$ cat src/rtl/elev_ctrl_pkg.sv
// Shared state encoding, default parameters and sizing helper for the SCAN elevator controller.
package elev_ctrl_pkg;

    typedef enum logic [1:0] {
        IDLE      = 2'd0,
        MOVE_UP   = 2'd1,
        MOVE_DOWN = 2'd2,
        DOOR_OPEN = 2'd3
    } elev_state_e;

    localparam int unsigned DEF_N_FLOORS    = 4;
    localparam int unsigned DEF_DOOR_CYCLES = 8;

    // Counter width able to hold n-1, never narrower than one bit.
    function automatic int unsigned cnt_width(input int unsigned n);
        return (n > 1) ? $clog2(n) : 1;
    endfunction

endpackage

$ cat src/rtl/elev_request_latch.sv
// Pending floor-call bitmap with set/clear arbitration (clear wins) and
// above/below reductions relative to the current floor.
module elev_request_latch
    import elev_ctrl_pkg::*;
#(
    parameter int unsigned N_FLOORS = DEF_N_FLOORS,
    parameter int unsigned FLOOR_W  = $clog2(N_FLOORS)
) (
    input  logic                clk,
    input  logic                reset,
    input  logic                set_valid_i,
    input  logic [FLOOR_W-1:0]  set_floor_i,
    input  logic                clr_valid_i,
    input  logic [FLOOR_W-1:0]  clr_floor_i,
    input  logic [FLOOR_W-1:0]  cur_floor_i,
    output logic [N_FLOORS-1:0] pending_o,
    output logic                above_o,
    output logic                below_o,
    output logic                at_cur_o
);

    localparam int unsigned SPAN = 2 ** FLOOR_W;
    localparam logic [SPAN-1:0] VALID_MASK = SPAN'({N_FLOORS{1'b1}});

    logic [N_FLOORS-1:0] pending_q;
    logic [N_FLOORS-1:0] pending_d;
    logic [N_FLOORS-1:0] above_mask_c;
    logic [N_FLOORS-1:0] below_mask_c;
    logic [SPAN-1:0]     pending_ext_c;

    // Indices past the last floor are dropped; a same-edge clear beats a set.
    always_comb begin
        pending_d = pending_q;
        if (set_valid_i && VALID_MASK[set_floor_i]) begin
            pending_d[set_floor_i] = 1'b1;
        end
        if (clr_valid_i && VALID_MASK[clr_floor_i]) begin
            pending_d[clr_floor_i] = 1'b0;
        end
    end

    always_comb begin
        above_mask_c = '0;
        below_mask_c = '0;
        for (int unsigned i = 0; i < N_FLOORS; i++) begin
            above_mask_c[i] = FLOOR_W'(i) > cur_floor_i;
            below_mask_c[i] = FLOOR_W'(i) < cur_floor_i;
        end
    end

    always_ff @(posedge clk) begin
        if (reset) begin
            pending_q <= '0;
        end else begin
            pending_q <= pending_d;
        end
    end

    assign pending_ext_c = SPAN'(pending_q);
    assign pending_o     = pending_q;
    assign above_o       = |(pending_q & above_mask_c);
    assign below_o       = |(pending_q & below_mask_c);
    assign at_cur_o      = VALID_MASK[cur_floor_i] & pending_ext_c[cur_floor_i];

endmodule

$ cat src/rtl/elevator_scan_controller.sv
// N-floor SCAN elevator controller: FSM, direction register and door timer.
// Define ELEV_DOOR_REOPEN_EN to let door_obstruct hold the door open.
module elevator_scan_controller
    import elev_ctrl_pkg::*;
#(
    parameter int unsigned N_FLOORS    = DEF_N_FLOORS,
    parameter int unsigned FLOOR_W     = $clog2(N_FLOORS),
    parameter int unsigned DOOR_CYCLES = DEF_DOOR_CYCLES
) (
    input  logic                clk,
    input  logic                reset,
    input  logic                req_valid,
    input  logic [FLOOR_W-1:0]  req_floor,
    input  logic [FLOOR_W-1:0]  current_floor,
    input  logic                floor_valid,
    input  logic                door_obstruct,
    output logic                motor_up,
    output logic                motor_down,
    output logic                door_open,
    output logic                dir_up,
    output logic [N_FLOORS-1:0] pending
);

    localparam int unsigned        TIMER_W    = cnt_width(DOOR_CYCLES);
    localparam logic [TIMER_W-1:0] TIMER_LOAD = TIMER_W'(DOOR_CYCLES - 1);
    localparam logic [FLOOR_W-1:0] TOP_FLOOR  = FLOOR_W'(N_FLOORS - 1);

    elev_state_e        state_q, state_d;
    logic               dir_up_q, dir_up_d;
    logic [TIMER_W-1:0] timer_q, timer_d;
    logic               motor_up_q, motor_down_q, door_open_q;
    logic               enter_door_c;
    logic               clr_valid_c;
    logic               reopen_c;
    logic               above_c, below_c, at_cur_c, here_c;

`ifdef ELEV_DOOR_REOPEN_EN
    assign reopen_c = door_obstruct;
`else
    logic unused_obstruct;
    assign reopen_c        = 1'b0;
    assign unused_obstruct = door_obstruct;
`endif

    // Entering the door clears the served call; while open, calls for this floor are absorbed.
    assign clr_valid_c = enter_door_c || ((state_q == DOOR_OPEN) && floor_valid);

    elev_request_latch #(
        .N_FLOORS (N_FLOORS),
        .FLOOR_W  (FLOOR_W)
    ) u_latch (
        .clk         (clk),
        .reset       (reset),
        .set_valid_i (req_valid),
        .set_floor_i (req_floor),
        .clr_valid_i (clr_valid_c),
        .clr_floor_i (current_floor),
        .cur_floor_i (current_floor),
        .pending_o   (pending),
        .above_o     (above_c),
        .below_o     (below_c),
        .at_cur_o    (at_cur_c)
    );

    assign here_c = floor_valid && at_cur_c;

    always_comb begin
        state_d      = state_q;
        dir_up_d     = dir_up_q;
        timer_d      = timer_q;
        enter_door_c = 1'b0;
        case (state_q)
            IDLE: begin
                if (here_c) begin
                    enter_door_c = 1'b1;
                end else if (dir_up_q) begin
                    if (above_c) begin
                        state_d = MOVE_UP;
                    end else if (below_c) begin
                        state_d  = MOVE_DOWN;
                        dir_up_d = 1'b0;
                    end
                end else begin
                    if (below_c) begin
                        state_d = MOVE_DOWN;
                    end else if (above_c) begin
                        state_d  = MOVE_UP;
                        dir_up_d = 1'b1;
                    end
                end
            end
            MOVE_UP: begin
                if (here_c) begin
                    enter_door_c = 1'b1;
                end else if ((floor_valid && !above_c) || (current_floor >= TOP_FLOOR)) begin
                    state_d = IDLE;
                end
            end
            MOVE_DOWN: begin
                if (here_c) begin
                    enter_door_c = 1'b1;
                end else if ((floor_valid && !below_c) || (current_floor == '0)) begin
                    state_d = IDLE;
                end
            end
            DOOR_OPEN: begin
                if (reopen_c) begin
                    timer_d = TIMER_LOAD;
                end else if (timer_q == '0) begin
                    state_d = IDLE;
                end else begin
                    timer_d = timer_q - TIMER_W'(1);
                end
            end
            default: state_d = IDLE;
        endcase
        if (enter_door_c) begin
            state_d = DOOR_OPEN;
            timer_d = TIMER_LOAD;
        end
    end

    // Outputs are registered copies of the next-state decode.
    always_ff @(posedge clk) begin
        if (reset) begin
            state_q      <= IDLE;
            dir_up_q     <= 1'b1;
            timer_q      <= '0;
            motor_up_q   <= 1'b0;
            motor_down_q <= 1'b0;
            door_open_q  <= 1'b0;
        end else begin
            state_q      <= state_d;
            dir_up_q     <= dir_up_d;
            timer_q      <= timer_d;
            motor_up_q   <= (state_d == MOVE_UP);
            motor_down_q <= (state_d == MOVE_DOWN);
            door_open_q  <= (state_d == DOOR_OPEN);
        end
    end

    assign motor_up   = motor_up_q;
    assign motor_down = motor_down_q;
    assign door_open  = door_open_q;
    assign dir_up     = dir_up_q;

endmodule

$ cat config.mk
export PLATFORM = sky130hd
export DESIGN_NAME = elevator_scan_controller
export DESIGN_NICKNAME = d
export VERILOG_FILES = /design/src/rtl/elev_ctrl_pkg.sv /design/src/rtl/elev_request_latch.sv /design/src/rtl/elevator_scan_controller.sv
export SDC_FILE = /design/constraint.sdc
export NUM_CORES = 1
export LEC_CHECK = 0
export CAP_MARGIN = 20
export CORE_MARGIN = 4
export CORE_UTILIZATION = 51
export CTS_CLUSTER_SIZE = 16
export DETAILED_ROUTE_END_ITERATION = 12
export GPL_ROUTABILITY_DRIVEN = 0
export PLACE_DENSITY = 0.86
export RECOVER_POWER = 100
export SYNTH_ARGS = -nofsm -noshare
export SYNTH_HDL_FRONTEND = slang
export SYNTH_SLANG_ARGS = --single-unit
$ cat constraint.sdc
create_clock -name clk -period 3.5 [get_ports clk]
set_clock_uncertainty 0.1 [all_clocks]
set_input_delay 0.35 -clock clk [delete_from_list [all_inputs] [get_ports clk]]
set_output_delay 0.35 -clock clk [all_outputs]
set_load 0.005 [all_outputs]
-- Word level (Yosys, flattened, before mapping)
Index checks and enable logic that the tools add are counted.
- bits in registers: 13
- input bits: 9
- output and inout port bits: 8
- logic and storage cells: 92
- $add $sub $neg: 1
- $lt $le $gt $ge: 13
- equality and inequality tests: 7
- mux-type cells: 35
- bitwise logic cells: 7
- reduce and logical (&&, ||, !) cells: 22
- operators with widths (operator ; count):
    $mux 2 ; 12
    $and 4x4->4 ; 3
    $mux 1 ; 12
    $mux 3 ; 3
    $eq 2x2->1 const B ; 4
    $logic_and 1x1->1 ; 8
    $mux 4 ; 2
    $pmux 2 s4 ; 1
    $reduce_or 4->1 ; 2
    $bmux 1 s2 ; 3
    $lt 2x3->1 const B ; 2
    $demux 1 s2 ; 2
    $eq 2x1->1 const B ; 2
    $ge 2x1->1 const B ; 2
    $gt 1x2->1 const A ; 2
    $gt 2x2->1 const A ; 2
    $logic_not 2->1 ; 2
    $lt 1x2->1 const A ; 2
    $lt 2x2->1 const A ; 2
    $not 4->4 ; 1
    $or 4x4->4 ; 1
    $reduce_and 2->1 ; 2
    $logic_not 3->1 ; 1
    $logic_or 1x1->1 ; 3
    other kinds (8) ; 9

-- Longest topological paths before layout
- depth after elaboration: 11
- mapped depth: 7
- mapped depth without buffers: 7

-- By module
Synthesis repeated with hierarchy kept, for this count alone.
- cells, all modules: 79
- area, all modules: 684.4 um2
- by module, submodules not included (module ; instances ; cells an instance ; area each (um2) ; seq. area each (um2)):
    elevator_scan_controller ; 1 ; 53 ; 469.2 ; 180.2
    elev_request_latch ; 1 ; 26 ; 215.2 ; 80.1

-- Worst setup path after synthesis
Ideal clock, no wire load.
- path kind: input -> register
- from: input current_floor[0]
- to: register state_q[0]
- setup time: 0.132 ns
- arrival time: 1.421 ns
- data required time: 3.268 ns
- setup slack: 1.847 ns
- stages: 6
- buffers on the path: 1
- path through: buf_6 > mux2i_4 > o22ai_2 > o311a_1 > a31oi_1 > a21oi_1
- longest elaborated chain between the ends: 10
- elaborated cells on any way between the ends: 40
- classes of those cells: 9 x order compare; 18 x mux; 3 x bitwise; 10 x reduce/logical
- ends and longest elaborated chain (item ; RTL line ; source):
    from (decl) ; elevator_scan_controller.sv:14 ; input logic [FLOOR_W-1:0] current_floor,
    $lt 1x2->1 (tied with other cells) ; elev_request_latch.sv:47 ; below_mask_c[i] = FLOOR_W'(i) < cur_floor_i;
    $and 4x4->4, on equally long branches ; elev_request_latch.sv:62, elev_request_latch.sv:61 ;
    $reduce_or 4->1, on equally long branches ; elev_request_latch.sv:62, elev_request_latch.sv:61 ;
    $logic_not 1->1, on equally long branches ; elevator_scan_controller.sv:102, elevator_scan_controller.sv:95 ;
    $logic_and 1x1->1, on equally long branches ; elevator_scan_controller.sv:102, elevator_scan_controller.sv:95 ;
    $logic_or 1x1->1, on equally long branches ; elevator_scan_controller.sv:102, elevator_scan_controller.sv:95 ;
    $mux 2, on equally long branches ; elevator_scan_controller.sv:102, elevator_scan_controller.sv:95 ;
    $mux 2, on equally long branches ; elevator_scan_controller.sv:100, elevator_scan_controller.sv:93 ;
    $pmux 2 s4 ; elevator_scan_controller.sv:72 ; case (state_q)
    $mux 2 * ; elevator_scan_controller.sv:117 ; if (enter_door_c) begin
    to (signal assigned) ; elevator_scan_controller.sv:133 ; state_q <= state_d;
    to (decl) ; elevator_scan_controller.sv:28 ; elev_state_e state_q, state_d;
Every way passes the cells marked *; elsewhere a longest branch is shown, timed or not. The select of a mux whose other input is x is not followed.
A chain may end at the register's enable or synchronous reset.

-- Worst setup path in the final report
- from: input current_floor[0]
- to: register timer_q[0]
- longest elaborated chain between the ends: 8
- elaborated cells on any way between the ends: 12
- classes of those cells: 1 x eq/ne; 7 x mux; 1 x bitwise; 3 x reduce/logical
- ends and longest elaborated chain (item ; RTL line ; source):
    $bmux 1 s2 ; elev_request_latch.sv:63 ; assign at_cur_o = VALID_MASK[cur_floor_i] & pending_ext_c[cur_floor_i];
    $mux 1 (implied by the code) ; elev_request_latch.sv:63 ;
    $and 1x1->1 * ; elev_request_latch.sv:63 ;
    $logic_and 1x1->1 * ; elevator_scan_controller.sv:65 ; assign here_c = floor_valid && at_cur_c;
    $mux 1 * ; elevator_scan_controller.sv:74, elevator_scan_controller.sv:93, elevator_scan_controller.sv:100 ;
    $mux 1 * ; n/a ;
    $ne 2x2->1 (no line) or $reduce_bool 2->1 (tied branches) ; n/a ;
    $reduce_and 2->1 (no line) ; n/a ;
    to (signal assigned) ; elevator_scan_controller.sv:135 ; timer_q <= timer_d;
    to (decl) ; elevator_scan_controller.sv:30 ; logic [TIMER_W-1:0] timer_q, timer_d;
Marks and branches as above.

==> impl_metrics.json <==
{
  "numCtsBuffers": 3,
  "mostFrequentLayoutCells": "13 x dfxtp_1, 11 x inv_1, 9 x dlygate4sd3_1",
  "r2r_setup_slack_ns": 1.65,
  "nets": 116,
  "overflow": 0,
  "relSlewSlack": 0.670,
  "drv_slew": 0,
  "clk_pin_slew_ns": 0.08,
  "status": "finished, final reports clean",
  "io_buffers": 15,
  "drt_iter0_drc": 37,
  "preCtsSetupSlack_ns": 1.00,
  "ir_worst_vdd_mv": 0.199,
  "num_rows": 13,
  "cts_setup_buffers": 0,
  "synth-seq-cells": 13,
  "synth_top_flop_cell": "dfxtp_1",
  "core_sq_um": 1330,
  "netlist_instances": 88,
  "fillers": 109,
  "critPathKind": "input pin to register",
  "slowest_delay_ns": 0.77,
  "period_needed_ns": 2.37,
  "ant_nets": 0,
  "drc_errors": 0,
  "grt_usage": 0.173,
  "syn_nets": 99,
  "antenna_found_initial": 0,
  "maxCapViolations": 0,
  "grt_pass1_vias": 634,
  "rsz0062_at_grt": "no",
  "first_pass_iters": 4,
  "yosysSeqAreaShare": 0.351,
  "cts_resized": 0,
  "synth_edf_count": 0,
  "final_util": 0.671,
  "power_uw": 335,
  "async_flop_share": 0,
  "hold_viol": 0,
  "crit_chain": "dlygate4sd3_1, mux2i_1, o22ai_1, mux2i_1, o21ai_0, nor2b_1",
  "layout-drive-gt1-share": 0.0769,
  "netlist_area_sq_um": 742,
  "final_common_cell": "dfxtp_1",
  "yosysUniqueCellTypes": 32,
  "synth_top_cell_area_share": 0.351,
  "initial_core_util": 0.556,
  "stdcell_area_sq_um": 895,
  "syn_to_final_growth_pct": 20.6,
  "wl_per_cell_microns": 13.8,
  "clk-insertion-delay-late_ns": 0.28,
  "hold_class": "register to register",
  "vias": 694,
  "critPathRequiredTime_ns": 3.55,
  "endpoint_kind": "register",
  "start_kind": "input pin",
  "dp_hpwl_microns": 1160,
  "wirelength_microns": 1650,
  "synth_top_area_cell": "dfxtp_1",
  "cts.sinks": 13,
  "yosys_warnings": 0,
  "fin_crit_sh": 0.677,
  "path_max_fanout": 7,
  "cp.arrival_ns": 2.42,
  "die_y_microns": 46.1,
  "grt_max_degree": 15,
  "finalSetupViolCount": 0,
  "ys_top_cells_by_area": "dfxtp_1 35%, mux2i_4 6.1%, inv_1 5.6%",
  "p_leak_uw": 0.000360,
  "diodes": 0,
  "io_pins": 17,
  "place_area_sq_um": 891,
  "h-tree-depth": 1,
  "fmax_mhz": 422,
  "setup_slack_ns": 1.13,
  "holdBufCountCts": 0,
  "slowest_stage": "dlygate4sd3_1",
  "grt_pass1_wl_microns": 2660,
  "powerDensity_nw_per_um2": 374,
  "clockBufferDepth": 2,
  "die_w_microns": 46.1,
  "cpMostUsedCell": "mux2i_1",
  "avgSynthCellArea_sq_um": 8.43,
  "ctsRootBufferMaster": "clkbuf_4",
  "vias_per_cell": 5.83,
  "dieArea_sq_um": 2130,
  "timing.setup.tns_ns": 0,
  "cts_tree": "built",
  "worst_pin_slew_ns": 0.481
}
[power by group]
| group | internal, uW | switching (uW) |
|---|---|---|
| sequential | 158 | 10.0 |
| clock | 44.3 | 50.4 |
| combinational | 35.9 | 35.9 |
| total | 239 | 96.3 |
[cell usage after synthesis (2+ instances only)]
cell and number:
dfxtp_1 13, inv_1 11, a21oi_1 6, a31oi_1 6, nand2_1 6, a211oi_1 5
nor2_1 5, nor3_1 4, nand2b_1 3, o21ai_0 3, a221oi_1 2, ha_1 2
mux2i_4 2, or2_2 2
[worst max-delay path, delay by kind of cell]
kind	cells	cell delay, ns
multiplexers	2	0.80
buffers and inverters	1	0.77
AO/OA/AOI/OAI	2	0.36
AND/OR/NAND/NOR	1	0.14
[path summary, 6_finish.rpt]
| check | start | to | depth (start not counted) |
|---|---|---|---|
| worst max-delay path | current_floor[0] | timer_q[0] | 6 |
| worst min-delay path | timer_q[1] | timer_q[1] | 2 |
| worst max register to register | u_latch.pending_o[1] | timer_q[0] | 5 |
| worst min register to register | timer_q[1] | timer_q[1] | 2 |
[registers in the layout (all words and copies together), names as in the netlist]
register,count
dir_up,1
door_open,1
motor_down,1
motor_up,1
state_q,2
timer_q,3
u_latch.pending_o,4
[cell type report]
type                       instances  area, sq um  share of cell area
multi-input combinational         60          394               0.441
tap                               15         18.8              0.0210
inverter                          12         45.0              0.0503
timing repair buffer              15          150               0.168
sequential                        13          260               0.291
clock buffer                       4         26.3              0.0294
[metrics by stage]
step / std cells / hold slack (ns)
after detailed placement: 115 / 0.394
after CTS: 119 / 0.406
after global placement: 115 / 0.363
after global routing: 119 / 0.435
after floorplan: 88 / 0.322
final: 119 / 0.401
[layer usage]
layer | routed length, microns | up-vias | global-route usage
met2 | 746 | 16 | 0.283
met1 | 780 | 320 | 0.220
met4 | 32 | 0 | 0.0852
met3 | 85 | 5 | 0.0234
met5 | 0 | - | 0
li1 | - | 353 | -
[cell families (layout without fill, tap and decap cells)]
family | count (synthesis) | in the layout | share of synthesized area
and+or+nand+nor | 26 | 26 | 0.175
AOI/OAI and AO/OA | 29 | 29 | 0.273
adders and majority gates | 2 | 2 | 0.0337
DFF | 13 | 13 | 0.351
muxes | 3 | 3 | 0.0792
buffers and inverters | 15 | 31 | 0.0877
Note: power is estimated with default switching activity, not from simulation.
